### config.mk
export PLATFORM = sky130hd
export DESIGN_NAME = sseg_capture
export DESIGN_NICKNAME = d
export VERILOG_FILES = /design/src/rtl/sseg_pkg.sv /design/src/rtl/sseg_decode.sv /design/src/rtl/sseg_capture.sv
export SDC_FILE = /design/constraint.sdc
export NUM_CORES = 1
export LEC_CHECK = 0
export ABC_CLOCK_PERIOD_IN_PS = 3300
export CAP_MARGIN = 20
export CORE_AREA = 2 2 89 91
export CTS_CLUSTER_SIZE = 25
export DETAILED_ROUTE_END_ITERATION = 6
export DIE_AREA = 0 0 91 93
export GPL_TIMING_DRIVEN = 1
export PLACE_DENSITY_LB_ADDON = 0.15
export SLEW_MARGIN = 10
export SYNTH_ARGS = -nofsm -noshare
export SYNTH_HDL_FRONTEND = slang
export SYNTH_SLANG_ARGS = --single-unit
export TNS_END_PERCENT = 20
### constraint.sdc
create_clock -name clk -period 3.3 [get_ports clk]
set_clock_uncertainty 0.05 [all_clocks]
set_input_delay 0.825 -clock clk [delete_from_list [all_inputs] [get_ports clk]]
set_output_delay 0.825 -clock clk [all_outputs]
set_load 0.02 [all_outputs]
### src/rtl/sseg_pkg.sv
// Shared constants for the seven-segment display path.
// Glyphs are gfedcba, active-high. The FSM encoding is used by the capture monitor.
package sseg_pkg;

  localparam logic [6:0] SSEG_GLYPH_0 = 7'h3F;
  localparam logic [6:0] SSEG_GLYPH_1 = 7'h06;
  localparam logic [6:0] SSEG_GLYPH_2 = 7'h5B;
  localparam logic [6:0] SSEG_GLYPH_3 = 7'h4F;
  localparam logic [6:0] SSEG_GLYPH_4 = 7'h66;
  localparam logic [6:0] SSEG_GLYPH_5 = 7'h6D;
  localparam logic [6:0] SSEG_GLYPH_6 = 7'h7D;
  localparam logic [6:0] SSEG_GLYPH_7 = 7'h07;
  localparam logic [6:0] SSEG_GLYPH_8 = 7'h7F;
  localparam logic [6:0] SSEG_GLYPH_9 = 7'h6F;
  localparam logic [6:0] SSEG_GLYPH_A = 7'h77;
  localparam logic [6:0] SSEG_GLYPH_B = 7'h7C;
  localparam logic [6:0] SSEG_GLYPH_C = 7'h39;
  localparam logic [6:0] SSEG_GLYPH_D = 7'h5E;
  localparam logic [6:0] SSEG_GLYPH_E = 7'h79;
  localparam logic [6:0] SSEG_GLYPH_F = 7'h71;
  localparam logic [6:0] SSEG_BLANK   = 7'h00;

  // BLANK: no single digit lit. SETTLE: waiting for a stable dwell. HELD: dwell captured.
  typedef enum logic [1:0] {
    ST_BLANK  = 2'd0,
    ST_SETTLE = 2'd1,
    ST_HELD   = 2'd2
  } sseg_state_e;

endpackage

### src/rtl/sseg_decode.sv
// Segment-pattern decoder: inverse of the hex-to-seven-segment encoder.
// hit_o = recognised hex glyph, blank_o = all segments off, val_o = nibble (0 if no hit).
module sseg_decode
  import sseg_pkg::*;
(
  input  logic [6:0] seg_i,
  output logic       hit_o,
  output logic       blank_o,
  output logic [3:0] val_o
);

  // Match the pattern against the 16 glyphs; everything else is a miss.
  always_comb begin
    hit_o   = 1'b1;
    blank_o = 1'b0;
    val_o   = 4'h0;
    case (seg_i)
      SSEG_GLYPH_0: val_o = 4'h0;
      SSEG_GLYPH_1: val_o = 4'h1;
      SSEG_GLYPH_2: val_o = 4'h2;
      SSEG_GLYPH_3: val_o = 4'h3;
      SSEG_GLYPH_4: val_o = 4'h4;
      SSEG_GLYPH_5: val_o = 4'h5;
      SSEG_GLYPH_6: val_o = 4'h6;
      SSEG_GLYPH_7: val_o = 4'h7;
      SSEG_GLYPH_8: val_o = 4'h8;
      SSEG_GLYPH_9: val_o = 4'h9;
      SSEG_GLYPH_A: val_o = 4'hA;
      SSEG_GLYPH_B: val_o = 4'hB;
      SSEG_GLYPH_C: val_o = 4'hC;
      SSEG_GLYPH_D: val_o = 4'hD;
      SSEG_GLYPH_E: val_o = 4'hE;
      SSEG_GLYPH_F: val_o = 4'hF;
      SSEG_BLANK: begin
        hit_o   = 1'b0;
        blank_o = 1'b1;
      end
      default: hit_o = 1'b0;
    endcase
  end

endmodule

### src/rtl/sseg_capture.sv
// Reader end of a multiplexed seven-segment bus. Each digit is captured once
// seg/an have been stable for STABLE_CYC registered samples; frame_done pulses
// once every digit has been captured since the previous pulse.
// Optional decimal-point capture: define SSEG_CAPTURE_DP_EN.
// Bus handshake: there is none; the bus is free-running and sampled every cycle.
module sseg_capture
  import sseg_pkg::*;
#(
  parameter int N_DIG      = 4,
  parameter int STABLE_CYC = 4
) (
  input  logic               clk,
  input  logic               rst_n,
  input  logic [6:0]         seg,
  input  logic [N_DIG-1:0]   an,
`ifdef SSEG_CAPTURE_DP_EN
  input  logic               dp,
  output logic [N_DIG-1:0]   dig_dp,
`endif
  output logic [4*N_DIG-1:0] dig_out,
  output logic [N_DIG-1:0]   dig_vld,
  output logic [N_DIG-1:0]   dig_err,
  output logic               frame_done,
  output logic [1:0]         dbg_state_o
);

  localparam int CW = $clog2(STABLE_CYC + 1);
  localparam logic [CW-1:0] CNT_ONE = CW'(1);
  localparam logic [CW-1:0] CNT_MAX = CW'(STABLE_CYC);

  logic [6:0]         seg_q, seg_p_q;
  logic [N_DIG-1:0]   an_q, an_p_q;
  sseg_state_e        state_q, state_d;
  logic [CW-1:0]      cnt_q, cnt_d;
  logic [N_DIG-1:0]   seen_q, seen_d, seen_new;
  logic [4*N_DIG-1:0] out_q, out_d;
  logic [N_DIG-1:0]   vld_q, vld_d, err_q, err_d;
  logic               fd_q, fd_d;
  logic               capture, bus_chg, one_hot;
  logic               dec_hit, dec_blank;
  logic [3:0]         dec_val;
`ifdef SSEG_CAPTURE_DP_EN
  logic               dp_q, dp_p_q;
  logic [N_DIG-1:0]   dpo_q, dpo_d;
`endif

  sseg_decode u_decode (
    .seg_i   (seg_q),
    .hit_o   (dec_hit),
    .blank_o (dec_blank),
    .val_o   (dec_val)
  );

  assign one_hot = $onehot(an_q);
`ifdef SSEG_CAPTURE_DP_EN
  assign bus_chg = (seg_q != seg_p_q) || (an_q != an_p_q) || (dp_q != dp_p_q);
`else
  assign bus_chg = (seg_q != seg_p_q) || (an_q != an_p_q);
`endif

  // Bus sample register plus one-deep history for change detection.
  always_ff @(posedge clk or negedge rst_n) begin
    if (!rst_n) begin
      seg_q   <= '0;
      seg_p_q <= '0;
      an_q    <= '0;
      an_p_q  <= '0;
`ifdef SSEG_CAPTURE_DP_EN
      dp_q    <= 1'b0;
      dp_p_q  <= 1'b0;
`endif
    end else begin
      seg_q   <= seg;
      seg_p_q <= seg_q;
      an_q    <= an;
      an_p_q  <= an_q;
`ifdef SSEG_CAPTURE_DP_EN
      dp_q    <= dp;
      dp_p_q  <= dp_q;
`endif
    end
  end

  // Dwell FSM: restart on any bus change, capture when the count reaches STABLE_CYC.
  always_comb begin
    state_d = state_q;
    cnt_d   = cnt_q;
    capture = 1'b0;
    if (!one_hot) begin
      state_d = ST_BLANK;
      cnt_d   = '0;
    end else if (state_q == ST_BLANK || bus_chg) begin
      state_d = ST_SETTLE;
      cnt_d   = CNT_ONE;
    end else if (state_q == ST_SETTLE) begin
      if (cnt_q == CNT_MAX - CNT_ONE) begin
        cnt_d   = CNT_MAX;
        state_d = ST_HELD;
        capture = 1'b1;
      end else if (cnt_q != CNT_MAX) begin
        cnt_d = cnt_q + CNT_ONE;
      end
    end
  end

  // Capture datapath: update the lit digit and track frame completion.
  always_comb begin
    out_d    = out_q;
    vld_d    = vld_q;
    err_d    = err_q;
    seen_d   = seen_q;
    fd_d     = 1'b0;
    seen_new = seen_q | an_q;
`ifdef SSEG_CAPTURE_DP_EN
    dpo_d    = dpo_q;
`endif
    if (capture) begin
      for (int i = 0; i < N_DIG; i++) begin
        if (an_q[i]) begin
          out_d[4*i +: 4] = dec_hit ? dec_val : 4'h0;
          vld_d[i]        = dec_hit;
          err_d[i]        = !dec_hit && !dec_blank;
`ifdef SSEG_CAPTURE_DP_EN
          dpo_d[i]        = dp_q;
`endif
        end
      end
      if (&seen_new) begin
        seen_d = '0;
        fd_d   = 1'b1;
      end else begin
        seen_d = seen_new;
      end
    end
  end

  // State and output registers.
  always_ff @(posedge clk or negedge rst_n) begin
    if (!rst_n) begin
      state_q <= ST_BLANK;
      cnt_q   <= '0;
      seen_q  <= '0;
      out_q   <= '0;
      vld_q   <= '0;
      err_q   <= '0;
      fd_q    <= 1'b0;
`ifdef SSEG_CAPTURE_DP_EN
      dpo_q   <= '0;
`endif
    end else begin
      state_q <= state_d;
      cnt_q   <= cnt_d;
      seen_q  <= seen_d;
      out_q   <= out_d;
      vld_q   <= vld_d;
      err_q   <= err_d;
      fd_q    <= fd_d;
`ifdef SSEG_CAPTURE_DP_EN
      dpo_q   <= dpo_d;
`endif
    end
  end

  assign dig_out     = out_q;
  assign dig_vld     = vld_q;
  assign dig_err     = err_q;
  assign frame_done  = fd_q;
  assign dbg_state_o = state_q;
`ifdef SSEG_CAPTURE_DP_EN
  assign dig_dp      = dpo_q;
`endif

endmodule
==> results.md <==
* Outcome: finished, final reports clean
* Syn_area_per_cell at 11.7 um^2
* Setup tns final at 0 ns
* Inserted Diodes at 0
* Post-synthesis mux area share at 9.70%
* Worst Path Max Fanout at 6
* Yosys top cell area share at 55.2%
* Gpl congestion at 0.817
* CP arrival at 3.08 ns
* Leak Pwr at 0.00137 uW
* # setup viols final at 0
* YS warnings at 0
* Ratio of cells with drive above 1 in the final layout at 15.6%
* Clock Power Share at 31.5%
* Initial antenna violation count at 0
* Ratio of final minimum period to clock period at 88.6%
* Seq cells post-synth at 56
* Synth Area in Compound Gates at 9.75%
* First-pass GRT wire length at 8.92 mm
* First drt pass iteration count at 4
* Routed len/inst at around 14 um
* Final HPWL DP at 3.67 mm
* Type of origin of the critical path: flop
* Drt via density at 4.82
* Area of the die at between 8000 and 9000 um^2
* Post-cts resize count at 0
* Unique cell type count in the Yosys netlist at 42
* Synth top area cells: dfrtp_1 55%, mux2_2 9.3%, xnor2_1 4.5%
* Internal at 916 uW
* Fillers at ~760
* EDFF count, synth at 0
* MaxCap Viol Count at 0
* Critical path's slowest cell: fa_1
* Fin. max-slew vios at 0
* Combinational power share at around a tenth
* CTS tree: built
* Drt first-iter violations at 65
* All-layer global routing usage at 13.3%
* Commonest cells in the netlist: 56 x dfrtp_1, 21 x mux2_2, 14 x nand2_1
* Die width at 91 um
* Initial Utilization at 33.7%
* Worst setup path class: flop to flop
* Max Buffers Root-to-Sink at 2
* Std-Cell Rows at 32
* Net Count, Synth at approximately 240
* Core area at 7530 um^2
* Final #Nets at 280
* Endpoint class of the critical path: flop
* Clock Latency Late Sink at 0.31 ns
* Post-Synth XOR/XNOR Area at 4.48%
* Worst VDD drop at 0.000160 V
* Cell Area, Synth at 2540 um^2
* Sw frac at 26.7%
* Final min period at approximately 3 ns
* FMAX at 342 MHz
* Count leader, synth: dfrtp_1
* PD cells at around 390 nW/um^2
* Vias in the first global route at 1793
* Clock net sink count at 56
* Net switching power at 333 uW
* Synth Instances at 217
* RSZ-0062 raised after global routing: no
* Max incr delay on CP at 0.53 ns
* H-tree levels at 2
* Largest family of logic cells by synthesized area: simple AND/OR/NAND/NOR gates
* Gr ovfl total at 0
* Worst hold path class: flop to flop
* Setup bufs post-CTS at 0
* Leading area contributor after synthesis: dfrtp_1
* Async SR Flop Fraction at between 90% and 100%
* Synth Area in Simple Gates at between 10% and 20%
* CP Cell Sequence: inv_1, fa_1, inv_1, ha_1, ha_1, nor2_1, nand4_1, nor4_4, nand2_1, mux2_2
* Total wire length at 5.11 mm
* Required time of the critical path at between 3 and 4 ns
* I/O pins at 40
* Sequential fraction of design power at 58.5%
* Pwr Total at 1250 uW
* Top_reg_cell synth: dfrtp_1
* Final Hold Fails at 0
* Pin slew with the least headroom to its limit at 0.820 ns
* CTS Root Cell: clkbuf_8
* Total CTS buffers at 5
* Pin count of the biggest net entering global routing at 57
* Port Buf Inserts at 39
* Slew margin rel. at 44.6%
* Seq/Total Area, Yosys at 55.2%
* Routed vias at 1754
* Post-CTS Hold Buffers at 0
* DRC Markers at 0
* Die Ht at 93 um
* Antenna-violating nets left at 0
* Clk pin slew, worst setup/hold paths at approximately 0.11 ns
* Adder-Cell Fraction of Synth Area at 3.25%
* Synth-to-Final Area Change at 24.6%
[power by group through the flow]
stage / sequential, uW / combinational (uW) / clock, uW
CTS: 731 / 128 / 412
global placement: 744 / 127 / 0
detailed placement: 745 / 127 / 0
global route: 735 / 143 / 443
floorplan: 735 / 79.2 / 0
finish: 730 / 124 / 394
[area by class of cell]
cell class	instances	area (um^2)	share of cell area (%)
clock inverters	3	27.5	0.870
well taps	102	128	4.03
inverters	10	37.5	1.19
repair buffers	46	438	13.8
flip-flops and latches	56	1400	44.3
multi-input cells	142	1060	33.6
clock buffers	5	68.8	2.17
[worst paths after layout]
check,startpoint,endpoint,cells past startpoint,slack (ns)
worst min register to register,an_q[0],an_p_q[0],0,0.46
worst min-delay path,an_q[0],an_p_q[0],0,0.46
max in group asynchronous,rst_n,dig_err[2],2,2.15
worst max-delay path,an_q[0],dig_out[12],10,0.37
min in group asynchronous,rst_n,dig_out[4],2,0.58
worst max register to register,an_q[0],dig_out[12],10,0.37
[metrics by stage]
| stage | hold WS (ns) | util, % | worst slack [ns] | area, um^2 | cells |
|---|---|---|---|---|---|
| 3_3_place_gp | 0.424 | 40.8 | 0.365 | 3070 | 356 |
| 6_report | 0.463 | 42.1 | 0.375 | 3170 | 364 |
| 4_1_cts | 0.467 | 42.1 | 0.320 | 3170 | 364 |
| 5_1_grt | 0.488 | 42.1 | 0.0917 | 3170 | 364 |
| 2_1_floorplan | 0.303 | - | 0.374 | 2540 | 217 |
| 3_5_place_dp | 0.443 | 40.8 | 0.328 | 3070 | 356 |
[cell usage in the layout (no fill, tap or decap), types with 3 or more instances in the layout]
| cell | netlist | routed |
|---|---|---|
| dfrtp_1 | 56 | 56 |
| clkdlybuf4s50_1 | 0 | 38 |
| nor3b_1 | 3 | 3 |
| o31ai_1 | 7 | 7 |
| inv_1 | 10 | 10 |
| nor3_1 | 8 | 8 |
| mux2_2 | 21 | 21 |
| clkbuf_8 | 0 | 5 |
| nand2_1 | 14 | 14 |
| nor2_1 | 11 | 11 |
| nand3_1 | 5 | 5 |
| o22ai_1 | 3 | 3 |
| ha_1 | 5 | 5 |
| nand4_1 | 8 | 8 |
| xnor2_1 | 13 | 13 |
| a21oi_1 | 10 | 10 |
| o21ai_0 | 6 | 6 |
| buf_4 | 0 | 7 |
[cells by family after synthesis]
kind of cell / Yosys count
flops: 56
simple gates: 64
compound gates: 37
xor+xnor: 13
mux: 22
fa+ha+maj: 6
buf+inv: 19
[worst max-delay path, delay by kind of cell, from the launching register on]
family / cells / cell delay, ns
simple gates: 4 / 0.88
buf+inv: 2 / 0.14
fa+ha+maj: 3 / 0.96
mux: 1 / 0.33
flops: 1 / 0.45
[layer usage]
metal | global-route usage (%) | vias up | part of all wire [%]
met5 | 0 | - | 0
met4 | 4.17 | 0 | 1.3
met3 | 2.90 | 6 | 3.4
met2 | 21.6 | 37 | 49
met1 | 17.8 | 843 | 46
li1 | - | 868 | -
[flip-flops by register name (all words and copies together), names as in the netlist]
| register | count |
|---|---|
| an_q | 4 |
| dig_vld | 4 |
| cnt_q | 3 |
| dbg_state_o | 2 |
| seen_q | 4 |
| dig_err | 4 |
| seg_p_q | 7 |
| frame_done | 1 |
| seg_q | 7 |
| an_p_q | 4 |
| dig_out | 16 |
Note: power is estimated with default switching activity, not from simulation.
